File: config.mk
export PLATFORM = sky130hd
export DESIGN_NAME = button_conditioner_flat
export DESIGN_NICKNAME = d
export VERILOG_FILES = /design/src/rtl/button_conditioner_if.sv /design/src/rtl/button_conditioner.sv /design/src/flat_wrapper.sv
export SDC_FILE = /design/constraint.sdc
export NUM_CORES = 1
export LEC_CHECK = 0
export BUFFER_PORTS_ARGS = -buffer_cell sky130_fd_sc_hd__buf_2
export CELL_PAD_IN_SITES_DETAIL_PLACEMENT = 1
export CELL_PAD_IN_SITES_GLOBAL_PLACEMENT = 2
export CORE_AREA = 2 2 229 141
export CTS_BUF_LIST = sky130_fd_sc_hd__clkbuf_16
export CTS_CLUSTER_DIAMETER = 30
export DETAILED_ROUTE_END_ITERATION = 16
export DIE_AREA = 0 0 231 143
export PLACE_DENSITY_LB_ADDON = 0.15
export RECOVER_POWER = 100
export SYNTH_ARGS = -nofsm -noshare
export SYNTH_HDL_FRONTEND = slang
export SYNTH_SLANG_ARGS = --single-unit
File: constraint.sdc
create_clock -name clk -period 4.3 [get_ports clk]
set_input_delay 0 -clock clk [delete_from_list [all_inputs] [get_ports clk]]
set_output_delay 0 -clock clk [all_outputs]
set_load 0.005 [all_outputs]
File: src/rtl/button_conditioner_if.sv
// Raw push-button inputs and conditioned press pulses / debounced levels.
// The DUT side uses the slave modport.
interface button_conditioner_if;
  logic       left;
  logic       right;
  logic       up;
  logic       down;
  logic       sel;
  logic       left_p;
  logic       right_p;
  logic       up_p;
  logic       down_p;
  logic       sel_p;
  logic [4:0] btn_state;

  modport master (
    output left, right, up, down, sel,
    input  left_p, right_p, up_p, down_p, sel_p, btn_state
  );

  modport slave (
    input  left, right, up, down, sel,
    output left_p, right_p, up_p, down_p, sel_p, btn_state
  );
endinterface

File: src/rtl/button_conditioner.sv
// Five-channel push-button conditioner: 2-flop sync, debounce, press pulse and
// auto-repeat on the direction buttons. Channel order {sel,down,up,right,left}.
module button_conditioner #(
  parameter int unsigned DEBOUNCE_CYCLES = 250000,
  parameter int unsigned REPEAT_DELAY    = 12500000,
  parameter int unsigned REPEAT_RATE     = 5000000,
  parameter bit          REPEAT_EN       = 1'b1
) (
  input logic                 clk,
  input logic                 reset,
  button_conditioner_if.slave btn
);

  localparam int unsigned NCH    = 5;
  localparam int unsigned CH_L   = 0;
  localparam int unsigned CH_R   = 1;
  localparam int unsigned CH_U   = 2;
  localparam int unsigned CH_D   = 3;
  localparam int unsigned CH_SEL = 4;

  localparam int unsigned DW   = $clog2(DEBOUNCE_CYCLES + 1);
  localparam int unsigned RMAX = (REPEAT_DELAY > REPEAT_RATE) ? REPEAT_DELAY : REPEAT_RATE;
  localparam int unsigned RW   = $clog2(RMAX + 1);

  localparam logic [DW-1:0] DB_LAST   = DW'(DEBOUNCE_CYCLES - 1);
  localparam logic [RW-1:0] DLY_LAST  = RW'(REPEAT_DELAY - 1);
  localparam logic [RW-1:0] RATE_LAST = RW'(REPEAT_RATE - 1);

  typedef enum logic [1:0] {
    IDLE,
    DELAY,
    REPEAT,
    HELD
  } state_e;

  logic [NCH-1:0] raw;
  logic [NCH-1:0] s1_q, s1_d;
  logic [NCH-1:0] s2_q, s2_d;
  logic [NCH-1:0] stable_q, stable_d;
  logic [NCH-1:0] rise, fall;
  logic [NCH-1:0] fire_q, fire_d;
  logic [NCH-1:0] pulse_q, pulse_d;
  logic [DW-1:0]  dcnt_q [NCH];
  logic [DW-1:0]  dcnt_d [NCH];
  logic [RW-1:0]  rcnt_q [NCH];
  logic [RW-1:0]  rcnt_d [NCH];
  state_e         state_q [NCH];
  state_e         state_d [NCH];

  assign raw = {btn.sel, btn.down, btn.up, btn.right, btn.left};

  assign s1_d = raw;
  assign s2_d = s1_q;

  // Debounce: accept s2 once it has differed from stable for DEBOUNCE_CYCLES samples.
  always_comb begin
    stable_d = stable_q;
    rise     = '0;
    fall     = '0;
    for (int unsigned i = 0; i < NCH; i++) begin
      dcnt_d[i] = '0;
      if (s2_q[i] != stable_q[i]) begin
        if (dcnt_q[i] == DB_LAST) begin
          stable_d[i] = s2_q[i];
          rise[i]     = s2_q[i];
          fall[i]     = ~s2_q[i];
        end else if (dcnt_q[i] < DB_LAST) begin
          dcnt_d[i] = dcnt_q[i] + 1'b1;
        end else begin
          dcnt_d[i] = dcnt_q[i];
        end
      end
    end
  end

  // Per-channel press/repeat FSM. The repeat counter is held at zero during the
  // cycle its own pulse is visible, so consecutive pulses are REPEAT_RATE+1 apart.
  always_comb begin
    fire_d = '0;
    for (int unsigned i = 0; i < NCH; i++) begin
      state_d[i] = state_q[i];
      rcnt_d[i]  = rcnt_q[i];
      unique case (state_q[i])
        IDLE: begin
          if (rise[i]) begin
            fire_d[i]  = 1'b1;
            rcnt_d[i]  = '0;
            state_d[i] = (REPEAT_EN && (i != CH_SEL)) ? DELAY : HELD;
          end
        end
        DELAY, REPEAT: begin
          if (fall[i]) begin
            rcnt_d[i]  = '0;
            state_d[i] = IDLE;
          end else if (fire_q[i]) begin
            rcnt_d[i] = '0;
          end else if (rcnt_q[i] == ((state_q[i] == DELAY) ? DLY_LAST : RATE_LAST)) begin
            fire_d[i]  = 1'b1;
            rcnt_d[i]  = '0;
            state_d[i] = REPEAT;
          end else begin
            rcnt_d[i] = rcnt_q[i] + 1'b1;
          end
        end
        HELD: begin
          if (fall[i]) begin
            state_d[i] = IDLE;
          end
        end
        default: begin
          rcnt_d[i]  = '0;
          state_d[i] = IDLE;
        end
      endcase
    end
  end

  // Opposing directions firing together cancel each other at the output only.
  always_comb begin
    pulse_d         = '0;
    pulse_d[CH_L]   = fire_d[CH_L] & ~fire_d[CH_R];
    pulse_d[CH_R]   = fire_d[CH_R] & ~fire_d[CH_L];
    pulse_d[CH_U]   = fire_d[CH_U] & ~fire_d[CH_D];
    pulse_d[CH_D]   = fire_d[CH_D] & ~fire_d[CH_U];
    pulse_d[CH_SEL] = fire_d[CH_SEL];
  end

  always_ff @(posedge clk) begin
    if (!reset) begin
      s1_q     <= '0;
      s2_q     <= '0;
      stable_q <= '0;
      fire_q   <= '0;
      pulse_q  <= '0;
      for (int unsigned i = 0; i < NCH; i++) begin
        dcnt_q[i]  <= '0;
        rcnt_q[i]  <= '0;
        state_q[i] <= IDLE;
      end
    end else begin
      s1_q     <= s1_d;
      s2_q     <= s2_d;
      stable_q <= stable_d;
      fire_q   <= fire_d;
      pulse_q  <= pulse_d;
      for (int unsigned i = 0; i < NCH; i++) begin
        dcnt_q[i]  <= dcnt_d[i];
        rcnt_q[i]  <= rcnt_d[i];
        state_q[i] <= state_d[i];
      end
    end
  end

  assign btn.left_p    = pulse_q[CH_L];
  assign btn.right_p   = pulse_q[CH_R];
  assign btn.up_p      = pulse_q[CH_U];
  assign btn.down_p    = pulse_q[CH_D];
  assign btn.sel_p     = pulse_q[CH_SEL];
  assign btn.btn_state = stable_q;

endmodule
File: src/flat_wrapper.sv
// flat-port wrapper written by rule: the top's interface ports become plain ports
module button_conditioner_flat 
#(
  parameter int unsigned DEBOUNCE_CYCLES = 250000,
  parameter int unsigned REPEAT_DELAY    = 12500000,
  parameter int unsigned REPEAT_RATE     = 5000000,
  parameter bit          REPEAT_EN       = 1'b1
)
  (clk, reset, btn_left, btn_right, btn_up, btn_down, btn_sel, btn_left_p, btn_right_p, btn_up_p, btn_down_p, btn_sel_p, btn_btn_state);
  button_conditioner_if btn_i ();
  input logic clk;
  input logic reset;
  input wire logic [$bits(btn_i.left)-1:0] btn_left;
  input wire logic [$bits(btn_i.right)-1:0] btn_right;
  input wire logic [$bits(btn_i.up)-1:0] btn_up;
  input wire logic [$bits(btn_i.down)-1:0] btn_down;
  input wire logic [$bits(btn_i.sel)-1:0] btn_sel;
  output wire logic [$bits(btn_i.left_p)-1:0] btn_left_p;
  output wire logic [$bits(btn_i.right_p)-1:0] btn_right_p;
  output wire logic [$bits(btn_i.up_p)-1:0] btn_up_p;
  output wire logic [$bits(btn_i.down_p)-1:0] btn_down_p;
  output wire logic [$bits(btn_i.sel_p)-1:0] btn_sel_p;
  output wire logic [$bits(btn_i.btn_state)-1:0] btn_btn_state;
  assign btn_i.left = btn_left;
  assign btn_i.right = btn_right;
  assign btn_i.up = btn_up;
  assign btn_i.down = btn_down;
  assign btn_i.sel = btn_sel;
  assign btn_left_p = btn_i.left_p;
  assign btn_right_p = btn_i.right_p;
  assign btn_up_p = btn_i.up_p;
  assign btn_down_p = btn_i.down_p;
  assign btn_sel_p = btn_i.sel_p;
  assign btn_btn_state = btn_i.btn_state;
  button_conditioner #(.DEBOUNCE_CYCLES(DEBOUNCE_CYCLES), .REPEAT_DELAY(REPEAT_DELAY), .REPEAT_RATE(REPEAT_RATE), .REPEAT_EN(REPEAT_EN)) u_core (.clk(clk), .reset(reset), .btn(btn_i));
endmodule
==> impl_results.md <==
- CP max stage cell: o21ai_0
- Syn_nets: 1,586
- CTS buffer count: 49
- Crit path from: u_core.dcnt_q[0][27]
- Post-Synth Adder-Cell Area: around 3.3%
- EDFF count, synth: 0
- Final core occ: about 48%
- CP Launch Type: flop
- Maxcap violations: 0
- Most common cell in the netlist: dfxtp_1
- CTS root buf: clkbuf_16
- Period utilisation layout: 82.57%
- RSZ-0062 raised after global routing: false
- Clock-pin slew on the worst setup and hold paths: 50 ps
- Total Wirelength: about 35 mm
- Final clock skew: 16.96 ps
- H-tree levels: 2
- Peak VDD IR: 0.3462 mV
- Synth area leaders: dfxtp_1 (38%), xnor2_1 (7.1%), nor2_1 (6.4%)
- Post-Syn Area: 0.01276 mm²
- Later-pin clock latency in the skew report: about 560 ps
- Comb power frac: ~1.6%
- Gr usage total: around a fifth
- Setup bufs post-CTS: 0
- # clock sinks: 244
- First DRT Iteration DRCs: 736
- Outcome: finished, final reports clean
- Worst path max stage delay: 960 ps
- R2r startpoint: u_core.dcnt_q[0][27]
- Worst Tran Pin Value: 1305 ps
- Post-synthesis async set-or-reset flop share: 0%
- Area leader, netlist: dfxtp_1
- # diodes: 0
- Largest family of logic cells by synthesized area: simple AND/OR/NAND/NOR gates
- Gr ovfl total: 0
- Starting density of the core: just over 40%
- Die ar.: 0.03303 mm²
- First-pass GRT wire length: around 60 mm
- Mux contribution to synthesized area: 1.030%
- Synthesized flop and latch total: roughly 240
- Compound-gate portion of the synthesized area: a little over 10%
- CTS tree: yes
- Dpl hpwl: 23.27 mm
- # IOs: 17
- Hold Fails Final Rpt: 0
- Vias per cell: 5.641
- Area share of and/or/nand/nor cells after synthesis: around 33%
- Post-route design area: roughly 0.015 mm²
- Total number of vias: roughly 11,000
- Rows: 50
- Post-synth cell types: 79
- GP Congestion: approximately 0.8
- Syn_area_per_cell: 8.260 µm²
- Top FF cell, synth: dfxtp_1
- Post-DRT Antenna Nets: 0
- Post-DP Area: 0.01326 mm²
- Critical path type: reg -> reg
- Internal power: between 4000 and 5000 µW
- Pwr Total: 5937 µW
- First-pass detailed-route iteration total: 7
- Max Root-Sink Buffers: 3
- Critical path required time: 4680 ps
- Reg2Reg Depth: 7
- Die Ht: 143 µm
- Register share of total power: 38.4%
- Port Buf Inserts: 16
- Synth Area in XOR/XNOR: a little over a tenth
- Type of element capturing the critical path: flop
- CP max FO: 15
- Nets@finish: 1,613
- Die X: 231 µm
- Fmax: 0.2816 GHz
- Worst hold path type: in -> reg
- Initial antenna violation count: 0
- Setup_tns: 0 ps
- DRC: 0
- P_sw: 1332 µW
- Endpoints failing setup: 0
- Final slew viol count: 0
- CP Data Arrival Time: 3930 ps
- Clock power frac: 59.9%
- Routed WL per cell: about 17 µm
- Area share of the largest cell type after synthesis: between 30% and 40%
- R2r endpoint: u_core.rcnt_q[1][4]
- Largest net degree at the start of global routing: 45
- Total of warnings raised by yosys: 0
- Worst slew margin relative to its limit: 12.08%
- Seq/Total Area, Yosys: 38.28%
- Commonest cells post-synth: dfxtp_1 (244), nor2_1 (217), nand2_1 (120), xnor2_1 (104), nand3_1 (78)
- Reg-to-reg setup timing slack: 750 ps
- Number of global-route vias before repair: between 10,000 and 15,000
- Cell Pwr Density: 400.9 mW/mm²
- Lkg Pwr: 0.004797 µW
- Core Area: 0.03078 mm²
- Critical path cell sequence: or4_1 -> nor4b_1 -> nand4_1 -> clkbuf_1 -> and2_0 -> o21ai_0 -> nor2_1
- Switching share of power: 22.44%
- Period minus WS final: 3551 ps
- Syn-to-layout area delta: 16.04%
- Syn Inst Count: approximately 1,500
- Critical Path Sink: u_core.rcnt_q[1][4]
- Fraction of layout cells with a size suffix above 1: 7.090%
stage by stage:
stage          hold WS, ps  setup slack, ps  instances
6_report             61.54            749.4       2024
5_1_grt              95.17            501.1       2024
4_1_cts              59.24             1266       2024
3_5_place_dp         218.8             1309       1932
3_3_place_gp         213.9             1355       1932
2_1_floorplan        127.3             1589       1545
per-layer routing:
layer	share of wire, %	global-route usage, %	up-vias
met5	0	0	-
met3	4.0	3.874	43
met2	41	31.01	170
li1	-	-	5640
met4	1.4	4.822	0
met1	54	32.32	5564
cell usage in the layout (no fill, tap or decap), drive strengths merged, types with 15 or more instances in the layout:
master    n
clkbuf   65
nor4     42
xor2     51
and2     27
inv      45
nand4    64
and4     19
or3      29
nor3     56
nand2   120
nand3    78
o21ai    42
a21oi    49
dfxtp   244
clkinv   18
and3     29
a31oi    19
xnor2   104
ha       34
nor2    217
buf      18
nand4b   15
nor2b    23
state kept, by name (all words and copies together), names as in the netlist:
name and flops:
u_core.rcnt_q 120, u_core.dcnt_q 90, u_core.state_q 10, u_core.btn.btn_state 5, u_core.pulse_q 5, u_core.s1_q 5
u_core.s2_q 5, u_core.fire_q 4
worst min-delay path by stage:
stage	to	from	cells past startpoint	slack, ps
floorplan	u_core.s1_q[0]	btn_left	1	130
global placement	u_core.s1_q[1]	btn_right	2	210
detailed placement	u_core.s1_q[3]	btn_down	2	220
CTS	u_core.rcnt_q[1][9]	reset	3	60
global route	u_core.rcnt_q[1][9]	reset	3	100
finish	u_core.state_q[0][2]	reset	3	60
area by class of cell:
cell class | instances | area [µm²]
multi-input cells | 1201 | 7497
flip-flops and latches | 244 | 4885
repair buffers | 37 | 215.2
clock inverters | 36 | 267.8
fillers | 3677 | 15970
clock buffers | 51 | 1276
well taps | 416 | 520.5
inverters | 39 | 146.4
cell families after synthesis:
group | after synthesis
compound gates | 200
xor+xnor | 155
fa+ha+maj | 34
flops | 244
mux | 13
buf+inv | 100
simple gates | 799
what timing repair did:
| action | 4_1_cts | 5_1_grt |
|---|---|---|
| endpoints found under the hold margin | 5 | 0 |
| gates resized for setup | 0 | 0 |
| hold buffers | 5 | 0 |
power by group through the flow:
stage	registers, µW	clock network (µW)	logic, µW
after CTS	2280	3640	101
after global routing	2280	3760	109
after floorplan	2320	0	66.6
final	2280	3560	97.1
after global placement	2320	0	96.1
after detailed placement	2320	0	96.4
critical path, delay by kind of cell (launching register included):
kind,cells,cell delay (ps)
compound gates,1,960
buf+inv,1,320
flops,1,330
simple gates,5,1770
(Power assumes the default switching activity.)
